## src/rtl/rob_alloc_ctrl_pkg.sv

```systemverilog
// Shared definitions for the ROB allocation/recovery controller.
package rob_alloc_ctrl_pkg;

    localparam int unsigned ROB_NUM_DEF     = 64;
    localparam int unsigned ROB_SEL_DEF     = 6;
    localparam int unsigned RECOVER_CYC_DEF = 2;

    typedef enum logic {
        RUN     = 1'b0,
        RECOVER = 1'b1
    } state_t;

    // Distance a - b modulo 2^w (w <= 31).
    function automatic logic [31:0] ptr_dist(input logic [31:0] a,
                                             input logic [31:0] b,
                                             input int unsigned w);
        logic [31:0] mask;
        mask = (32'd1 << w) - 32'd1;
        return (a - b) & mask;
    endfunction

endpackage

```

## src/rtl/rob_alloc_ctrl.sv

```systemverilog
// Two-wide ROB allocation controller: tail/head pointers, grants and mispredict rewind.
module rob_alloc_ctrl
    import rob_alloc_ctrl_pkg::*;
#(
    parameter int unsigned ROB_NUM     = ROB_NUM_DEF,
    parameter int unsigned ROB_SEL     = ROB_SEL_DEF,
    parameter int unsigned RECOVER_CYC = RECOVER_CYC_DEF
) (
    input  logic               clk,
    input  logic               reset,
    input  logic               req1_i,
    input  logic               req2_i,
    input  logic [1:0]         comnum_i,
    input  logic               prmiss_i,
    input  logic [ROB_SEL-1:0] prmiss_addr_i,
    output logic               dp1_o,
    output logic               dp2_o,
    output logic [ROB_SEL-1:0] dp1_addr_o,
    output logic [ROB_SEL-1:0] dp2_addr_o,
    output logic [ROB_SEL-1:0] dispatch_ptr_o,
    output logic [ROB_SEL:0]   freenum_o,
    output logic               stall_o,
    output logic               recovering_o
);

    localparam int unsigned PW = ROB_SEL + 1;
    localparam int unsigned CW = 4;

    state_t            state, state_nxt;
    logic [CW-1:0]     cnt, cnt_nxt;
    logic [PW-1:0]     dptr, dptr_nxt;
    logic [PW-1:0]     cptr, cptr_nxt;
    logic [PW-1:0]     occ;
    logic [ROB_SEL-1:0] off;

    assign occ       = PW'(ptr_dist(32'(dptr), 32'(cptr), PW));
    assign freenum_o = PW'(ROB_NUM) - occ;

    // Grants depend on this cycle's requests and the registered pointers only.
    assign dp1_o          = req1_i & (state == RUN) & ~prmiss_i & (freenum_o >= PW'(1));
    assign dp2_o          = req2_i & dp1_o & (freenum_o >= PW'(2));
    assign dp1_addr_o     = dptr[ROB_SEL-1:0];
    assign dp2_addr_o     = ROB_SEL'(dptr + PW'(1));
    assign dispatch_ptr_o = dptr[ROB_SEL-1:0];
    assign stall_o        = (req1_i & ~dp1_o) | (req2_i & ~dp2_o);
    assign recovering_o   = (state == RECOVER);

    // Next-state, pointer update and rewind arithmetic.
    always_comb begin
        state_nxt = state;
        cnt_nxt   = cnt;
        cptr_nxt  = cptr + PW'(comnum_i);
        dptr_nxt  = dptr + PW'(dp1_o) + PW'(dp2_o);
        off       = ROB_SEL'(ptr_dist(32'(prmiss_addr_i), 32'(cptr[ROB_SEL-1:0]), ROB_SEL));
        if (prmiss_i) begin
            // Offset is taken from the pre-commit head so the wrap bit stays right.
            dptr_nxt  = cptr + PW'(off) + PW'(1);
            state_nxt = RECOVER;
            cnt_nxt   = CW'(RECOVER_CYC - 1);
        end else if (state == RECOVER) begin
            if (cnt == '0) begin
                state_nxt = RUN;
            end else begin
                cnt_nxt = cnt - CW'(1);
            end
        end
    end

    always_ff @(posedge clk) begin
        if (reset) begin
            state <= RUN;
            cnt   <= '0;
            dptr  <= '0;
            cptr  <= '0;
        end else begin
            state <= state_nxt;
            cnt   <= cnt_nxt;
            dptr  <= dptr_nxt;
            cptr  <= cptr_nxt;
        end
    end

    // Protocol checks on the ROB interface.
    always_ff @(posedge clk) begin
        if (!reset) begin
            assert (PW'(comnum_i) <= occ)
                else $error("rob_alloc_ctrl: comnum_i exceeds occupancy");
            if (prmiss_i) begin
                assert (PW'(off) < occ)
                    else $error("rob_alloc_ctrl: prmiss_addr_i not an occupied entry");
            end
        end
    end

endmodule

```

## config.mk

```make
export PLATFORM = sky130hd
export DESIGN_NAME = rob_alloc_ctrl
export DESIGN_NICKNAME = d
export VERILOG_FILES = /design/src/rtl/rob_alloc_ctrl_pkg.sv /design/src/rtl/rob_alloc_ctrl.sv
export SDC_FILE = /design/constraint.sdc
export NUM_CORES = 1
export LEC_CHECK = 0
export BUFFER_PORTS_ARGS = -buffer_cell sky130_fd_sc_hd__buf_2
export CAP_MARGIN = 10
export CORE_MARGIN = 2
export CORE_UTILIZATION = 55
export CTS_CLUSTER_DIAMETER = 100
export DETAILED_ROUTE_END_ITERATION = 16
export MAX_ROUTING_LAYER = met4
export PLACE_DENSITY = 0.81
export SLEW_MARGIN = 20
export SYNTH_ARGS = -nofsm -noshare
export SYNTH_HDL_FRONTEND = slang
export SYNTH_SLANG_ARGS = --single-unit
```

## constraint.sdc

```tcl
create_clock -name clk -period 4.68 [get_ports clk]
set_clock_uncertainty 0.2 [all_clocks]
set_input_delay 0 -clock clk [delete_from_list [all_inputs] [get_ports clk]]
set_output_delay 0 -clock clk [all_outputs]
set_load 0.02 [all_outputs]
```

Word level (Yosys, flattened, before mapping):

Index checks and enable logic that the tools add are counted.
W data, S select, Z words.

* memory bits (read-only): 0
* bits in writable memories: 0
* word-level logic and storage cells: 43
* input bits: 13
* memories: 0
* register bits: 19
* bits in latches: 0
* output and inout port bits: 29

* bitwise logic cells: 13
* order comparisons: 2
* div/mod/pow operators: 0
* muxes and demuxes: 7
* $add $sub $neg: 10
* multiply operators: 0
* reductions and logical operators: 5
* shifts and indexed selects: 0
* eq/ne operators: 1

Operator list (count)
* $add A7 B1 Y7: 2
* $add A7 B1 Y7 const B: 1
* $add A7 B2 Y7: 1
* $add A7 B6 Y7: 1
* $and A1 B1 Y1: 7
* $ge A7 B1 Y1 const B: 1
* $ge A7 B2 Y1 const B: 1
* $mux W7: 1
* $sub A7 B7 Y7: 1
* $sub A7 B7 Y7 const A: 1
* $add A6 B1 Y6 const B: 1
* $mux W1: 6
* $sub A6 B6 Y6: 1
* $not A1 Y1: 5
* $logic_not A4 Y1: 1
* $reduce_and A2 Y1: 2
* $sub A4 B1 Y4 const B: 1
* $ne A2 B2 Y1 const B: 1
* $reduce_bool A2 Y1: 1
* $reduce_or A2 Y1: 1
* $or A1 B1 Y1: 1

Depth between registers and ports, before layout:

Gate-level depths: netlist of run 1.

* depth in word-level cells: 9
* gate-level depth with buffers: 18
* depth with buffers taken out: 18

Worst setup path after synthesis of run 1:

Ideal clock, no wire load.

* kind: register to register
* start point: register dptr[2]
* end point: register dptr[6]
* data required time: 4.346 ns
* data arrival time: 3.872 ns
* path slack: 0.474 ns
* library setup time: 0.134 ns
* clock period less this slack: 4.206 ns
* cell stages (with the launch flop): 18
* cells stage by stage: dfxtp_1 > buf_2 > inv_1 > ha_1 > inv_1 > fa_1 > nand2b_1 > a21oi_1 > xor2_1 > nor3_1 > a31oi_1 > fa_1 > ha_1 > nand3_1 > or3_1 > xnor2_1 > o21ai_0 > a21oi_1

* word-level cells in the longest chain between the ends: 8
* elaborated cells between the ends (all ways): 10

Ends and longest elaborated chain
* start: declaration: RTL line rob_alloc_ctrl.sv:31 `logic [PW-1:0] dptr, dptr_nxt;`
* start signal: assignment: RTL line rob_alloc_ctrl.sv:78 `dptr <= dptr_nxt;`
* $sub A7 B7 Y7 (*): RTL line rob_alloc_ctrl_pkg.sv:19 `return (a - b) & mask;`
* $sub A7 B7 Y7 (*): RTL line rob_alloc_ctrl.sv:37 `assign freenum_o = PW'(ROB_NUM) - occ;`
* via freenum_o[5]: RTL line rob_alloc_ctrl.sv:21 `output logic [ROB_SEL:0] freenum_o,`
* $ge A7 B1 Y1 (*): RTL line rob_alloc_ctrl.sv:40 `assign dp1_o = req1_i & (state == RUN) & ~prmiss_i & (freenum_o >= PW'(1));`
* $and A1 B1 Y1 (*): RTL line rob_alloc_ctrl.sv:40
* via dp1_o: RTL line rob_alloc_ctrl.sv:16 `output logic dp1_o,`
* branches (longest 2 deep; another with $add A7 B1 Y7)
* $add A7 B1 Y7 (*): RTL line rob_alloc_ctrl.sv:53 `dptr_nxt = dptr + PW'(dp1_o) + PW'(dp2_o);`
* $mux W7 (*): RTL line rob_alloc_ctrl.sv:55 `if (prmiss_i) begin`

Mark *: on every way through the listed nets, which the timed path passes.
A chain may end at the register's enable or synchronous reset.

Worst setup path after layout of run 1:

* start point: register dptr[1]
* end point: register dptr[5]

* word-level cells in the longest chain between the ends: 8
* elaborated cells between the ends (all ways): 10

Ends and longest elaborated chain (RTL line)
* branches (longest 6 deep; another with $sub A7 B7 Y7)
* $add A7 B1 Y7 (*): rob_alloc_ctrl.sv:53
* $mux W7 (*): rob_alloc_ctrl.sv:55

Mark *: on every way between the ends.

==> flow_metrics.py, run 1 <==
metrics = {
    "synthesis": {
        "yosysWarnings": 0,
        "synth_top_area_share_pct": 20.3,
        "ys_top_cells_by_area": "dfxtp_1, ha_1, xnor2_1, inv_1, fa_1",
        "synth_edf_count": 0,
        "synth_cells": 233,
        "synth-seq-cells": 19,
        "seq_area_frac_synth_pct": 20.3,
        "synth.distinct_cells": 37,
        "synth_nets": 278,
        "synthArstFlopShare_pct": 0,
        "syn-cell-area_sq_mm": 0.00187,
        "synth_ff_type": "dfxtp_1",
        "synth.largest_area_cell": "dfxtp_1",
        "syn_area_per_cell_sq_um": 8.03,
    },
    "global_routing": {
        "antenna_found_initial": 0,
        "grt_start_max_net_pins": 20,
        "use_met3_pct": 1.45,
        "grt_overflow": 0,
        "use_met2_pct": 36.4,
        "grtUsageMet1_pct": 27.9,
        "busiest_layer": "met2",
        "grtUsageTotal_pct": 21.3,
        "grt_pass1_vias": 1555,
        "grt_pass1_wl_um": 6760,
    },
    "clocking": {
        "numCtsBuffers": 3,
        "clkSlewWorstSetupHoldPaths_ns": 0.12,
        "clk_latency_ns": 0.30,
        "clk_path_buf_depth": 2,
        "h-tree-depth": 1,
        "cts_root_buf": "clkbuf_4",
        "cts_num_sinks": 19,
        "tritoncts": "built",
        "cts-resized-gates": 0,
        "cts_hold_buf": 5,
        "post_cts_buffers": 0,
    },
    "final_layout": {
        "layout.nets": 311,
        "fillers": 311,
        "drive_above_1_share_pct": 17.4,
        "syn_to_final_growth_pct": 11.9,
        "antenna_cells": 0,
        "post-route-util_pct": 63.3,
    },
    "placed_design": {
        "pre_cts_slack_ns": 0.746,
        "routabilityCongestion": 0.965,
        "portBuffers": 41,
        "dp_hpwl_um": 3030,
    },
    "sta": {
        "grt_setup_unrepaired": "false",
        "tightest_slew_ns": 0.593,
        "slew_headroom_pct": 60.1,
        "holdWs_ns": 0.101,
        "fin_crit_ns": 4.00,
        "fmax_mhz": 250,
        "slew_violations": 0,
        "final-setup-viol-count": 0,
        "tns_ns": 0,
        "final-hold-violation-count": 0,
        "setup_slack_ns": 0.677,
        "finalCritPeriodShare_pct": 85.5,
    },
    "drt": {
        "wl_per_cell_um": 12.0,
        "ant_nets": 0,
        "dr.pass1.iters": 7,
        "drt_iter0_drc": 99,
        "drc_errors": 0,
        "wl_um": 3720,
        "viasPerCell": 5.22,
        "num_vias": 1624,
    },
    "critical_path": {
        "path_common_cell": "inv_1",
        "r2r_slack_ns": 0.68,
        "arrival_ns": 4.01,
        "reg2reg_to": "dptr[5]",
        "startpoint_type": "register",
        "cp-end-kind": "register",
        "critPathMaxFanout": 7,
        "critPathMaxStageDelay_ns": 0.48,
        "crit_chain": "inv_1 -> ha_1 -> ha_1 -> inv_1 -> fa_1 -> inv_1 -> or3_1 -> nor3_1 -> a21oi_1 -> fa_1 -> and3_1 -> nand3_1 -> xnor2_1 -> nor2_1 -> a2111oi_2",
        "crit_slowest_cell": "fa_1",
        "path_class": "register to register",
        "crit_required_ns": 4.68,
        "regToRegStartpoint": "dptr[1]",
        "r2r_cells": 15,
    },
    "pwr": {
        "total_power_uw": 732,
        "peakVddDrop_mv": 0.159,
        "p_per_area_mw_per_mm2": 350,
        "p_leak_uw": 0.000997,
    },
    "floorplanning": {
        "dieArea_sq_mm": 0.00389,
        "dieHeight_um": 62.3,
        "initial_utilization_pct": 56.5,
        "die_x_um": 62.3,
        "coreArea_sq_mm": 0.00331,
        "num_rows": 21,
        "pin_count": 42,
    },
    "worst_hold_path": {
        "worstHoldStart": "comnum_i[1]",
        "min_to": "cptr[2]",
        "worstHoldPathCells": 5,
        "hp-class": "primary input to register",
    },
    "run_status": {
        "outcome": "finished clean",
    },
    "run": {
        "drv_cap": 0,
    },
}
[cell families (layout without fill, tap and decap cells)]
logic type / Yosys count / after routing / share of synthesized area (%)
simple gates: 67 / 67 / 17.2
buf+inv: 49 / 81 / 12.4
compound gates: 38 / 38 / 13.4
fa+ha+maj: 32 / 32 / 23.4
xor+xnor: 26 / 26 / 12.2
flops: 19 / 19 / 20.3
mux: 2 / 2 / 1.07
[worst max-delay path by stage]
stage,start,to,slack [ns]
6_report,dptr[1],dptr[5],0.68
2_1_floorplan,dptr[2],dptr[6],0.47
4_1_cts,dptr[1],dptr[5],0.71
3_3_place_gp,dptr[1],dptr[5],0.86
5_1_grt,dptr[1],dptr[5],0.42
3_5_place_dp,dptr[1],dptr[5],0.75
[where the power goes]
group	switching (uW)	leakage [uW]	internal, uW
clock	52.2	0.0000150	33.1
sequential	24.0	0.000156	177
combinational	270	0.000826	176
total	346	0.000997	386
[cell usage in the layout (no fill, tap or decap), drive strengths merged, types with 7 or more instances in the layout]
cell	synthesis	final
a21oi	14	14
nor2	23	23
xor2	9	9
ha	27	27
buf	15	41
nand3	10	10
nand2	9	9
dfxtp	19	19
xnor2	17	17
inv	30	30
nor3	7	7
[metal layers]
layer / vias to the layer above / routed length (um)
met4: 0 / 49
met5: - / 0
met2: 35 / 1740
li1: 841 / -
met3: 6 / 104
met1: 742 / 1830
[cell usage after synthesis (3+ instances only)]
cell / number
buf_4: 12
nand2_1: 9
buf_2: 3
xnor2_1: 17
nand3_1: 10
dfxtp_1: 19
inv_1: 30
nor2b_1: 5
or3_1: 3
a211oi_1: 3
a21oi_1: 14
fa_1: 5
xor2_1: 9
o31ai_1: 3
nor2_1: 23
ha_1: 27
clkbuf_1: 3
a21boi_0: 3
o21ai_0: 5
nor3_1: 7
[critical path, delay by kind of cell (launching register included)]
family                   cells  cell delay, ns
AO/OA/AOI/OAI                2            0.49
AND/OR/NAND/NOR              5            1.03
buffers and inverters        3            0.21
XOR/XNOR                     1            0.11
flip-flops                   1            0.45
adder cells (fa/ha/maj)      4            1.42
[state kept, by name (all words and copies together), names as in the netlist]
signal / flops
cnt: 4
dptr: 7
cptr: 7
recovering_o: 1
[stage by stage]
step,cell area (sq um),std cells
2_1_floorplan,1870,233
3_3_place_gp,2020,302
3_5_place_dp,2020,302
4_1_cts,2090,311
5_1_grt,2090,311
6_report,2090,311
[layout make-up]
class / count / area [sq um] / share of cell area [%]
multi-input combinational: 165 / 1260 / 60.1
timing repair buffer: 46 / 255 / 12.2
inverter: 31 / 116 / 5.56
tap: 46 / 57.6 / 2.75
sequential: 19 / 380 / 18.2
clock buffer: 4 / 26.3 / 1.25
Power figures use the tool's default switching activity.
==> run 2: changes to the inputs <==
--- a/config.mk
+++ b/config.mk
@@ -7,12 +7,15 @@
 export LEC_CHECK = 0
 export BUFFER_PORTS_ARGS = -buffer_cell sky130_fd_sc_hd__buf_2
 export CAP_MARGIN = 10
+export CELL_PAD_IN_SITES_DETAIL_PLACEMENT = 1
+export CELL_PAD_IN_SITES_GLOBAL_PLACEMENT = 1
 export CORE_MARGIN = 2
-export CORE_UTILIZATION = 55
+export CORE_UTILIZATION = 40
 export CTS_CLUSTER_DIAMETER = 100
 export DETAILED_ROUTE_END_ITERATION = 16
 export MAX_ROUTING_LAYER = met4
-export PLACE_DENSITY = 0.81
+export PLACE_DENSITY_LB_ADDON = 0.1
+export RECOVER_POWER = 50
 export SLEW_MARGIN = 20
 export SYNTH_ARGS = -nofsm -noshare
 export SYNTH_HDL_FRONTEND = slang
==> run 2 against run 1 <==
Against the previous run: total power is 4.7% higher; largest power group unchanged; maximum frequency is 1.2% lower; first-iteration DRC count is 64% lower; clock power is 42% higher; sequential share of layout area hardly changed; sequential power hardly changed; non-clock buffer count stayed put; worst setup slack worse by 0.049 ns; via count is 0.55% higher; highest routed layer unchanged; utilization is 16 points lower; register-to-register slack worse by 0.05 ns.
==> flow_metrics.py, run 2 (synthesized netlist as in run 1, its figures left out) <==
metrics = {
    "run_status": {
        "outcome": "finished clean",
    },
    "clocking": {
        "numCtsBuffers": 3,
        "clk_latency_ns": 0.26,
        "h-tree-depth": 1,
        "clk_path_buf_depth": 2,
        "cts_root_buf": "clkbuf_8",
        "clkSlewWorstSetupHoldPaths_ns": 0.08,
        "cts_num_sinks": 19,
        "tritoncts": "built",
        "post_cts_buffers": 0,
    },
    "final_layout": {
        "syn_to_final_growth_pct": 12.1,
        "reg_top3": "cptr (7), dptr (7), cnt (4)",
        "seq_area_sq_um": 380,
        "multi_input_area_sq_mm": 0.00126,
        "fillers": 573,
        "layout_common_cells": "inv_1, ha_1, nor2_1, buf_2",
        "final_area_sq_mm": 0.00210,
        "antenna_cells": 0,
        "layout.nets": 311,
        "drive_above_1_share_pct": 10.6,
        "final_common_cell": "inv_1",
    },
    "sta": {
        "grt_setup_unrepaired": "false",
        "final-setup-viol-count": 0,
        "slew_violations": 0,
        "fmax_mhz": 247,
        "final-hold-violation-count": 0,
        "fin_crit_ns": 4.05,
        "finalCritPeriodShare_pct": 86.6,
        "tns_ns": 0,
        "holdWs_ns": 0.172,
        "tightest_slew_ns": 0.637,
        "slew_headroom_pct": 57.2,
    },
    "critical_path": {
        "critPathMaxStageDelay_ns": 0.48,
        "arrival_ns": 4.02,
        "critPathMaxFanout": 7,
        "cp_top_family": "adder cells",
        "path_class": "register to register",
        "r2r_slack_ns": 0.63,
        "reg2reg_to": "dptr[5]",
        "crit_slowest_cell": "fa_1",
        "startpoint_type": "register",
        "regToRegStartpoint": "dptr[1]",
        "r2r_cells": 15,
        "path_common_cell": "inv_1",
        "path_buf_inv": 3,
        "crit_required_ns": 4.64,
        "crit_chain": "inv_1 -> ha_1 -> ha_1 -> inv_1 -> fa_1 -> inv_1 -> or3_1 -> nor3_1 -> a21oi_1 -> fa_1 -> and3_1 -> nand3_1 -> xnor2_1 -> nor2_1 -> a2111oi_2",
        "cp-end-kind": "register",
    },
    "global_routing": {
        "grtUsageTotal_pct": 19.1,
        "grt_overflow": 0,
        "use_met3_pct": 1.81,
        "grt_start_max_net_pins": 20,
        "grtUsageMet1_pct": 24.5,
        "grt_pass1_vias": 1703,
        "antenna_found_initial": 0,
        "busiest_layer": "met2",
        "grt_pass1_wl_um": 7650,
        "use_met2_pct": 32.4,
    },
    "worst_hold_path": {
        "worstHoldPathCells": 4,
        "worstHoldStart": "req2_i",
        "hp-class": "primary input to primary output",
        "min_to": "dp2_o",
    },
    "drt": {
        "viasPerCell": 5.15,
        "drc_errors": 0,
        "drt_iter0_drc": 36,
        "wl_per_cell_um": 13.9,
        "num_vias": 1633,
        "dr.pass1.iters": 4,
        "ant_nets": 0,
        "wl_um": 4410,
    },
    "floorplanning": {
        "coreArea_sq_mm": 0.00444,
        "initial_utilization_pct": 42.1,
        "dieHeight_um": 72.4,
        "num_rows": 24,
        "dieArea_sq_mm": 0.00524,
        "die_x_um": 72.4,
        "pin_count": 42,
    },
    "pwr": {
        "p_per_area_mw_per_mm2": 365,
        "peakVddDrop_mv": 0.164,
        "cell_internal_pwr_uw": 404,
        "switching_power_uw": 362,
        "pwr-share-clk_pct": 15.7,
        "sw_frac_of_total_pct": 47.2,
        "p_leak_uw": 0.000939,
        "power_frac_seq_pct": 26.4,
        "comb_power_share_pct": 57.9,
    },
    "placed_design": {
        "portBuffers": 41,
        "postPlaceCellArea_sq_mm": 0.00203,
        "dp_hpwl_um": 3550,
        "routabilityCongestion": 0.839,
    },
    "run": {
        "drv_cap": 0,
    },
}
## run 2: changes by cell type in the layout (fill, tap and decap cells not counted), sizes merged
cell	change
clkbuf	+18
clkinv	+1
buf	-19
## run 2: worst max path at each step
stage | startpoint | end | slack (ns) | cells after the start
floorplan | dptr[2] | dptr[6] | 0.47 | 17
global placement | dptr[1] | dptr[5] | 0.70 | 15
detailed placement | dptr[1] | dptr[5] | 0.61 | 15
CTS | dptr[1] | dptr[5] | 0.59 | 15
global route | dptr[1] | dptr[6] | 0.25 | 17
finish | dptr[1] | dptr[5] | 0.63 | 15
## run 2: cell type report
| class | count | share of cell area [%] |
|---|---|---|
| clock buffers | 3 | 1.97 |
| clock inverters | 1 | 0.239 |
| inverters | 31 | 5.55 |
| multi-input cells | 165 | 60.0 |
| flip-flops and latches | 19 | 18.1 |
| well taps | 52 | 3.10 |
| repair buffers | 46 | 11.0 |
## run 2: tightest hold or removal path, stage by stage
cell and delay, ns:
buf_2 0.10, nand2_1 0.05, a21oi_1 0.06, buf_2 0.16
## run 2: what timing repair did
item | 4_1_cts | 5_1_grt
hold endpoints to repair | 17 | 0
endpoints found under the setup margin | 0 | 0
hold buffers | 5 | 0
gates resized for setup | 0 | 0
## run 2: metal layers
layer / wire length [um] / part of all wire (%) / vias to the layer above
met5: 0 / 0 / -
li1: - / - / 839
met1: 2130 / 48 / 757
met4: 45 / 1.0 / 0
met2: 2090 / 47 / 33
met3: 148 / 3.4 / 4
## run 2: stage by stage
stage	setup WS [ns]	instances	util, %	power (uW)
after floorplan	0.474	233	-	550
after global placement	0.703	308	45.6	649
after detailed placement	0.610	308	45.6	656
after CTS	0.589	317	47.7	784
after global routing	0.252	317	47.2	837
final	0.628	317	47.2	766
## run 2: power groups by stage
stage,clock network [uW],registers [uW],logic [uW]
CTS,126,202,456
global placement,0,205,444
detailed placement,0,206,450
global route,130,206,500
floorplan,0,197,353
finish,121,202,444
